**src/rtl/lcd_write_ctrl.sv**
```systemverilog
// Converts CPU writes of the io_lcd register into timed HD44780 bus writes.
// Define LCD_INIT_SEQ_EN to issue the standard init sequence automatically after power-up.
module lcd_write_ctrl #(
  parameter int unsigned T_PWRUP     = 750000,
  parameter int unsigned T_SETUP     = 4,
  parameter int unsigned T_PULSE     = 25,
  parameter int unsigned T_HOLD      = 4,
  parameter int unsigned T_EXEC      = 2500,
  parameter int unsigned T_EXEC_LONG = 82000,
  parameter int unsigned CNT_W       = 20
) (
  input  logic        clk_i,
  input  logic        rst_i,
  input  logic [31:0] io_lcd_i,
  output logic        lcd_on_o,
  output logic        lcd_blon_o,
  output logic        lcd_en_o,
  output logic        lcd_rs_o,
  output logic        lcd_rw_o,
  output logic [7:0]  lcd_data_o,
  output logic        busy_o,
  output logic        ready_o,
  output logic        ovf_o
);

  typedef enum logic [2:0] {
    StPwrup,
    StIdle,
    StSetup,
    StPulse,
    StHold,
    StExec
`ifdef LCD_INIT_SEQ_EN
    , StInit
`endif
  } state_e;

  localparam logic [CNT_W-1:0] LdPwrup = CNT_W'(T_PWRUP - 1);
  localparam logic [CNT_W-1:0] LdSetup = CNT_W'(T_SETUP - 1);
  localparam logic [CNT_W-1:0] LdPulse = CNT_W'(T_PULSE - 1);
  localparam logic [CNT_W-1:0] LdHold  = CNT_W'(T_HOLD - 1);
  localparam logic [CNT_W-1:0] LdExec  = CNT_W'(T_EXEC - 1);
  localparam logic [CNT_W-1:0] LdLong  = CNT_W'(T_EXEC_LONG - 1);

  state_e           state_q, state_d;
  logic [CNT_W-1:0] cnt_q, cnt_d;
  logic             stb_q;
  logic             pend_vld_q, pend_vld_d;
  logic [8:0]       pend_q, pend_d;
  logic [8:0]       txn_q, txn_d;       // {RS, DATA} of the transaction on the bus
  logic             en_q, en_d;
  logic             on_q, blon_q;
  logic             ready_q, ready_d;
  logic             ovf_q, ovf_d;
  logic             req, pop, is_long;
  logic             unused_bits;

`ifdef LCD_INIT_SEQ_EN
  logic [1:0] init_idx_q, init_idx_d;
  logic       init_act_q, init_act_d;

  function automatic logic [7:0] init_cmd(input logic [1:0] idx);
    unique case (idx)
      2'd0:    return 8'h38;
      2'd1:    return 8'h0C;
      2'd2:    return 8'h01;
      default: return 8'h06;
    endcase
  endfunction
`endif

  assign unused_bits = ^io_lcd_i[28:9];
  assign req         = io_lcd_i[29] != stb_q;
  // Clear and return-home need the long execution wait.
  assign is_long     = !txn_q[8] && (txn_q[7:0] == 8'h01 || txn_q[7:0] == 8'h02);

  always_comb begin
    state_d = state_q;
    cnt_d   = cnt_q;
    txn_d   = txn_q;
    ready_d = ready_q;
    pop     = 1'b0;
`ifdef LCD_INIT_SEQ_EN
    init_idx_d = init_idx_q;
    init_act_d = init_act_q;
`endif
    unique case (state_q)
      StPwrup: begin
        if (cnt_q != '0) begin
          cnt_d = cnt_q - CNT_W'(1);
        end else begin
`ifdef LCD_INIT_SEQ_EN
          state_d    = StInit;
          init_idx_d = 2'd0;
`else
          state_d = StIdle;
          ready_d = 1'b1;
`endif
        end
      end
`ifdef LCD_INIT_SEQ_EN
      StInit: begin
        state_d    = StSetup;
        cnt_d      = LdSetup;
        txn_d      = {1'b0, init_cmd(init_idx_q)};
        init_act_d = 1'b1;
      end
`endif
      StIdle: begin
        if (pend_vld_q) begin
          pop     = 1'b1;
          state_d = StSetup;
          cnt_d   = LdSetup;
          txn_d   = pend_q;
        end
      end
      StSetup: begin
        if (cnt_q != '0) begin
          cnt_d = cnt_q - CNT_W'(1);
        end else begin
          state_d = StPulse;
          cnt_d   = LdPulse;
        end
      end
      StPulse: begin
        if (cnt_q != '0) begin
          cnt_d = cnt_q - CNT_W'(1);
        end else begin
          state_d = StHold;
          cnt_d   = LdHold;
        end
      end
      StHold: begin
        if (cnt_q != '0) begin
          cnt_d = cnt_q - CNT_W'(1);
        end else begin
          state_d = StExec;
          cnt_d   = is_long ? LdLong : LdExec;
        end
      end
      StExec: begin
        if (cnt_q != '0) begin
          cnt_d = cnt_q - CNT_W'(1);
        end else begin
`ifdef LCD_INIT_SEQ_EN
          if (!init_act_q) begin
            state_d = StIdle;
          end else if (init_idx_q == 2'd3) begin
            state_d    = StIdle;
            ready_d    = 1'b1;
            init_act_d = 1'b0;
          end else begin
            state_d    = StInit;
            init_idx_d = init_idx_q + 2'd1;
          end
`else
          state_d = StIdle;
`endif
        end
      end
      default: state_d = StPwrup;
    endcase
    en_d = (state_d == StPulse);
  end

  // One-deep pending buffer; a slot freed by a pop on the same edge can be refilled.
  always_comb begin
    pend_vld_d = pend_vld_q & ~pop;
    pend_d     = pend_q;
    ovf_d      = ovf_q;
    if (req) begin
      if (!pend_vld_q || pop) begin
        pend_vld_d = 1'b1;
        pend_d     = io_lcd_i[8:0];
      end else begin
        ovf_d = 1'b1;
      end
    end
  end

  always_ff @(posedge clk_i or posedge rst_i) begin
    if (rst_i) begin
      state_q    <= StPwrup;
      cnt_q      <= LdPwrup;
      stb_q      <= 1'b0;
      pend_vld_q <= 1'b0;
      pend_q     <= '0;
      txn_q      <= '0;
      en_q       <= 1'b0;
      on_q       <= 1'b0;
      blon_q     <= 1'b0;
      ready_q    <= 1'b0;
      ovf_q      <= 1'b0;
`ifdef LCD_INIT_SEQ_EN
      init_idx_q <= 2'd0;
      init_act_q <= 1'b0;
`endif
    end else begin
      state_q    <= state_d;
      cnt_q      <= cnt_d;
      stb_q      <= io_lcd_i[29];
      pend_vld_q <= pend_vld_d;
      pend_q     <= pend_d;
      txn_q      <= txn_d;
      en_q       <= en_d;
      on_q       <= io_lcd_i[31];
      blon_q     <= io_lcd_i[30];
      ready_q    <= ready_d;
      ovf_q      <= ovf_d;
`ifdef LCD_INIT_SEQ_EN
      init_idx_q <= init_idx_d;
      init_act_q <= init_act_d;
`endif
    end
  end

  assign lcd_on_o   = on_q;
  assign lcd_blon_o = blon_q;
  assign lcd_en_o   = en_q;
  assign lcd_rs_o   = txn_q[8];
  assign lcd_rw_o   = 1'b0;
  assign lcd_data_o = txn_q[7:0];
  // Masked by reset so every output reads 0 while reset is held.
  assign busy_o     = ~rst_i & ((state_q != StIdle) | pend_vld_q);
  assign ready_o    = ready_q;
  assign ovf_o      = ovf_q;

endmodule

```
**config.mk**
```make
export PLATFORM = sky130hd
export DESIGN_NAME = lcd_write_ctrl
export DESIGN_NICKNAME = d
export VERILOG_FILES = /design/src/rtl/lcd_write_ctrl.sv
export SDC_FILE = /design/constraint.sdc
export NUM_CORES = 1
export LEC_CHECK = 0
export BUFFER_PORTS_ARGS = -buffer_cell sky130_fd_sc_hd__buf_4
export CORE_MARGIN = 5
export CORE_UTILIZATION = 50
export CTS_BUF_LIST = sky130_fd_sc_hd__clkbuf_16
export DETAILED_ROUTE_END_ITERATION = 10
export GPL_TIMING_DRIVEN = 1
export PLACE_DENSITY_LB_ADDON = 0.25
export SLEW_MARGIN = 40
export SYNTH_ARGS = -nofsm -noshare
export SYNTH_HDL_FRONTEND = slang
export SYNTH_SLANG_ARGS = --single-unit
```
**constraint.sdc**
```tcl
create_clock -name clk_i -period 2.7 [get_ports clk_i]
set_input_delay 0.54 -clock clk_i [delete_from_list [all_inputs] [get_ports clk_i]]
set_output_delay 0.54 -clock clk_i [all_outputs]
set_load 0.05 [all_outputs]
```
After elaboration in Yosys (flattened, before gate mapping)
Index checks and enable logic that the tools add are counted.

storage, ports and cells
  output and inout port bits = 16
  register bits = 48
  logic and storage cells = 62

operators by class
  $add $sub $neg = 1
  reduce and logical (&&, ||, !) cells = 14
  bitwise operators = 7
  multiplexer cells = 17
  equality and inequality tests = 12

operator list
  operator                                                number
  two-way mux 20 bit                                      5
  case mux 20 bit (5 select lines)                        1
  nonzero test 20 bit                                     1
  subtractor 20 x 1 -> 20 bit (second input constant)     1
  two-way mux 17 bit                                      1
  two-way mux 3 bit                                       5
  case mux 3 bit (5 select lines)                         1
  == test 3 x 2 -> 1 bit (second input constant)          3
  == test 8 x 1 -> 1 bit (second input constant)          1
  == test 8 x 2 -> 1 bit (second input constant)          1
  AND reduction 2 bit                                     4
  == test 3 bit (second input constant)                   2
  nonzero test 5 bit                                      1
  two-way mux 1 bit                                       4
  inverter 1 bit                                          4
  == test 3 x 1 -> 1 bit (second input constant)          1
  zero test 3 bit                                         1
  inequality test 3 x 1 -> 1 bit (second input constant)  1
  AND reduction 3 bit                                     1
  AND 1 bit                                               2
  zero test 1 bit                                         2
  logical OR 1 bit                                        2
  inequality test 2 x 1 -> 1 bit (second input constant)  1
  inequality test 2 bit (second input constant)           1
  other kinds (4)                                         4

Longest topological paths before layout
  depth in word-level cells = 6
  mapped depth = 10
  gate-level depth less buffers = 8

Worst setup path before layout
No wires, ideal clock.

  path type = reg2reg
  from = register cnt_q[0]
  to = register cnt_q[17]
  arrival time = 2196 ps
  path buffers = 2
  slack = 431 ps
  stages on the path, launching flop included = 11
  library setup time = 73 ps
  path through = dfstp_2 -> inv_1 -> ha_1 -> or3b_2 -> clkbuf_1 -> nor3_4 -> a41oi_2 -> buf_4 -> nand3_1 -> or3_1 -> a21oi_1

between the ends
  word-level cells in the longest chain between the ends = 3
  elaborated cells on any way between the ends = 9
  classes of those cells = add/sub: 1; eq/ne: 1; mux: 5; reduce/logical: 2

RTL lines
  item                                                                     line     source
  start: declaration                                                       46       logic [CNT_W-1:0] cnt_q, cnt_d;
  start signal: assignment                                                 184      cnt_q <= LdPwrup;
  start signal: assignment                                                 200      cnt_q <= cnt_d;
  subtractor 20 x 1 -> 20 bit or nonzero test 20 bit (tied branches)       --
  two-way mux 20 bit (tied with other cells)                               89, 142
  case mux 20 bit (5 select lines) or AND reduction 3 bit (tied branches)  --

Several ways; a longest one is shown, not always the timed one. The select of a mux whose other input is x is not followed.
A chain may end at the register's enable or synchronous reset.

Final worst setup path
  from = register state_q[2]
  to = output port busy_o

between the ends
  word-level cells in the longest chain between the ends = 3

RTL lines
  item                            line  source
  start: declaration              45    state_e state_q, state_d;
  start signal: assignment        183   state_q <= StPwrup;
  start signal: assignment        199   state_q <= state_d;
  inequality test 3 x 1 -> 1 bit  224   assign busy_o = ~rst_i & ((state_q != StIdle) | pend_vld_q);
  OR 1 bit                        224
  AND 1 bit                       224
  end: declaration                21    output logic busy_o,

Every way passes these cells.

==> impl_metrics.py <==
metrics = {
    "outcome": {
        "status": "completed",
    },
    "logic_synthesis": {
        "synth_area_leaders": "dfrtp_1, dfstp_2, nand2_1, mux2_2, nor2_1",
        "syn_inst": 249,
        "synth_seq_cells": 48,
        "syn_nets": 284,
        "synth_warnings": 0,
        "synthSimpleGateAreaFrac_pct": 23.9,
        "synth-edff-count": 0,
        "synth-compound-area-share_pct": 13.1,
        "synth_adder_area_share_pct": 0.514,
        "seq_area_frac_synth_pct": 50.1,
        "synthXorXnorAreaFrac_pct": 3.96,
        "synth_top_area_share_pct": 36.0,
        "synth_top_family_by_area": "simple AND/OR/NAND/NOR gates",
        "yosysTopAreaCell": "dfrtp_1",
        "ys.flop_type": "dfrtp_1",
        "syn_avg_cell_area_um2": 9.77,
        "synth.distinct_cells": 55,
        "synth.mux.area_fraction_pct": 4.99,
        "syn_area_mm2": 0.00243,
        "async_reset_ff_share_pct": 100,
    },
    "pwr": {
        "powerDensity_mw_per_mm2": 554,
        "p_sw_share_pct": 22.1,
        "internal_power_uw": 1270,
        "pwr-share-comb_pct": 9.1,
        "clockPowerShare_pct": 41.5,
        "p_sw_uw": 359,
        "p_leak_uw": 0.00130,
        "p_seq_share_pct": 49.4,
        "irDropWorstVdd_v": 0.000489,
    },
    "final_layout": {
        "nFillCells": 377,
        "final_common_cell": "nand2_1",
        "diodes": 0,
        "drive_above_1_share_pct": 28.3,
        "finalNonFillerCells": 350,
        "layout_common_cells": "nand2_1, buf_4, dfrtp_1, nor2_1, dfstp_2",
        "syn2layout_area_growth_pct": 20.8,
        "final_cell_area_mm2": 0.00294,
        "nNetsFinal": 317,
    },
    "clocking": {
        "clockBufferDepth": 2,
        "numCtsBuffers": 5,
        "htree_levels": 2,
        "cts_sinks": 48,
        "cts-root-buf": "clkbuf_16",
        "clk_pin_slew_ns": 0.06,
        "insertion_delay_ns": 0.28,
        "cts_setup_buffers": 0,
        "cts_tree": "built",
    },
    "place": {
        "gp_congestion": 0.836,
        "dp_hpwl_mm": 3.72,
        "numPlacedInstances": 342,
        "place_ws_ns": 0.0718,
        "io_buffers": 28,
        "dpl_cell_area_mm2": 0.00275,
    },
    "drt": {
        "first_iter_violations": 179,
        "avgRoutedWirePerCell_um": 14.9,
        "postRouteAntennaNets": 0,
        "avgViaCountPerCell": 5.47,
        "wirelength_mm": 5.21,
        "dr.pass1.iters": 4,
        "remaining_drc_errors": 0,
        "route.vias.total": 1915,
    },
    "floorplanning": {
        "rows": 25,
        "core_mm2": 0.00472,
        "ios": 50,
        "die_h_um": 79.7,
        "fp.dieW_um": 79.7,
        "start_util_pct": 51.5,
        "dieArea_mm2": 0.00636,
    },
    "worst_setup_path": {
        "path_class": "flip-flop to output port",
        "critPathMaxFanout": 12,
        "required_ns": 2.16,
        "rr_worst_depth": 7,
        "rr_endpoint": "cnt_q[14]$_DFFE_PP1P_",
        "r2r_setup_slack_ns": 0.22,
        "startpoint_type": "flip-flop",
        "critPathArrivalTime_ns": 1.96,
        "r2r_start": "cnt_q[6]$_DFFE_PP0P_",
        "cp-end-kind": "output port",
    },
    "sta": {
        "rsz0062_at_grt": "false",
        "fmax_mhz": 399,
        "drv_slew": 0,
        "final.setup_skew_ns": 0.00310,
        "setup_tns_ns": 0,
        "layout_min_cycle_time_ns": 2.50,
        "worstMarginPinSlew_ns": 0.603,
        "whs_ns": 0.302,
        "finalHoldViolations": 0,
        "setup_violations": 0,
        "setup_ws_ns": 0.196,
        "relSlewSlack_pct": 59.8,
        "post-route-period-util_pct": 92.7,
    },
    "global_route": {
        "grt_max_degree": 26,
        "grt_use_total_pct": 18.7,
        "grt_pass1_wl_mm": 9.09,
        "overflow": 0,
        "grt_pass1_vias": 1897,
        "antenna_found_initial": 0,
    },
    "min_path": {
        "hold_class": "input pin to asynchronous set/reset pin",
    },
    "flow_run": {
        "cap_viol_max_count": 0,
    },
}
## per-layer routing
| metal | vias to the layer above | GRT usage [%] | part of all wire (%) |
|---|---|---|---|
| li1 | 940 | - | - |
| met1 | 920 | 25.8 | 48 |
| met2 | 51 | 29.2 | 46 |
| met3 | 4 | 4.06 | 5.0 |
| met4 | 0 | 6.25 | 1.2 |
| met5 | - | 0 | 0 |
## worst max-delay path, stage by stage (launching register included)
cell and delay, ns:
dfrtp_1 0.53, or3b_2 0.62, nor2_1 0.25, nor2_1 0.09
buf_4 0.20
## state kept, by name, indices dropped and copies added (netlist names)
| name | cells |
|---|---|
| cnt_q | 20 |
| lcd_blon_o | 1 |
| lcd_en_o | 1 |
| lcd_on_o | 1 |
| ovf_o | 1 |
| pend_q | 9 |
| pend_vld_q | 1 |
| ready_o | 1 |
| state_q | 3 |
| stb_q | 1 |
| txn_q | 9 |
## how the worst max path moves through the flow
| stage | start | to |
|---|---|---|
| 5_1_grt | cnt_q[6]$_DFFE_PP0P_ | cnt_q[14]$_DFFE_PP1P_ |
| 3_5_place_dp | cnt_q[0]$_DFFE_PP1P_ | cnt_q[17]$_DFFE_PP1P_ |
| 2_1_floorplan | cnt_q[0]$_DFFE_PP1P_ | cnt_q[17]$_DFFE_PP1P_ |
| 4_1_cts | cnt_q[0]$_DFFE_PP1P_ | cnt_q[17]$_DFFE_PP1P_ |
| 3_3_place_gp | cnt_q[0]$_DFFE_PP1P_ | cnt_q[7]$_DFFE_PP1P_ |
| 6_report | state_q[2]$_DFF_PP0_ | busy_o |
## stage by stage
stage,utilization (%),total power [µW]
6_report,62.2,1630
5_1_grt,62.2,1700
4_1_cts,61.7,1650
3_5_place_dp,58.2,965
3_3_place_gp,58.2,958
2_1_floorplan,-,908
## Yosys cell counts (all sizes together), types with 2 or more instances
cell	instances
a21oi	9
a22o	3
a31oi	2
and2	4
and3	2
buf	4
clkbuf	9
dfrtp	35
dfstp	13
inv	6
mux2	9
mux2i	2
nand2	45
nand2b	2
nand3	7
nand4	6
nand4b	2
nor2	26
nor3	7
nor4	4
o21ai	12
o21bai	2
o221ai	2
or3b	2
or4	3
xnor2	2
xor2	9
## what timing repair did
action,CTS,global route
setup endpoints to repair,0,2
gates resized for setup,0,3
hold buffers,0,0
## power by group through the flow
| stage | clock [µW] | combinational, µW | sequential, µW |
|---|---|---|---|
| global placement | 0 | 146 | 813 |
| global route | 728 | 162 | 811 |
| detailed placement | 0 | 150 | 815 |
| finish | 677 | 148 | 804 |
| floorplan | 0 | 69.2 | 839 |
| CTS | 693 | 150 | 804 |
## logic make-up after synthesis
logic type / after synthesis
other: 1
and+or+nand+nor: 116
xor gates and xnor gates: 11
adders and majority gates: 1
buffers and inverters: 19
DFF: 48
AOI/OAI and AO/OA: 42
muxes: 11
## final cells by class
class	count	area, µm²	share of cell area (%)
Tap cell	67	83.8	2.85
Multi-Input combinational cell	182	1160	39.4
Clock buffer	5	125	4.26
Sequential cell	48	1220	41.4
Clock inverter	3	38.8	1.32
Inverter	6	22.5	0.766
Timing Repair Buffer	39	293	9.96
No activity file was read; power rests on OpenSTA's default activity.
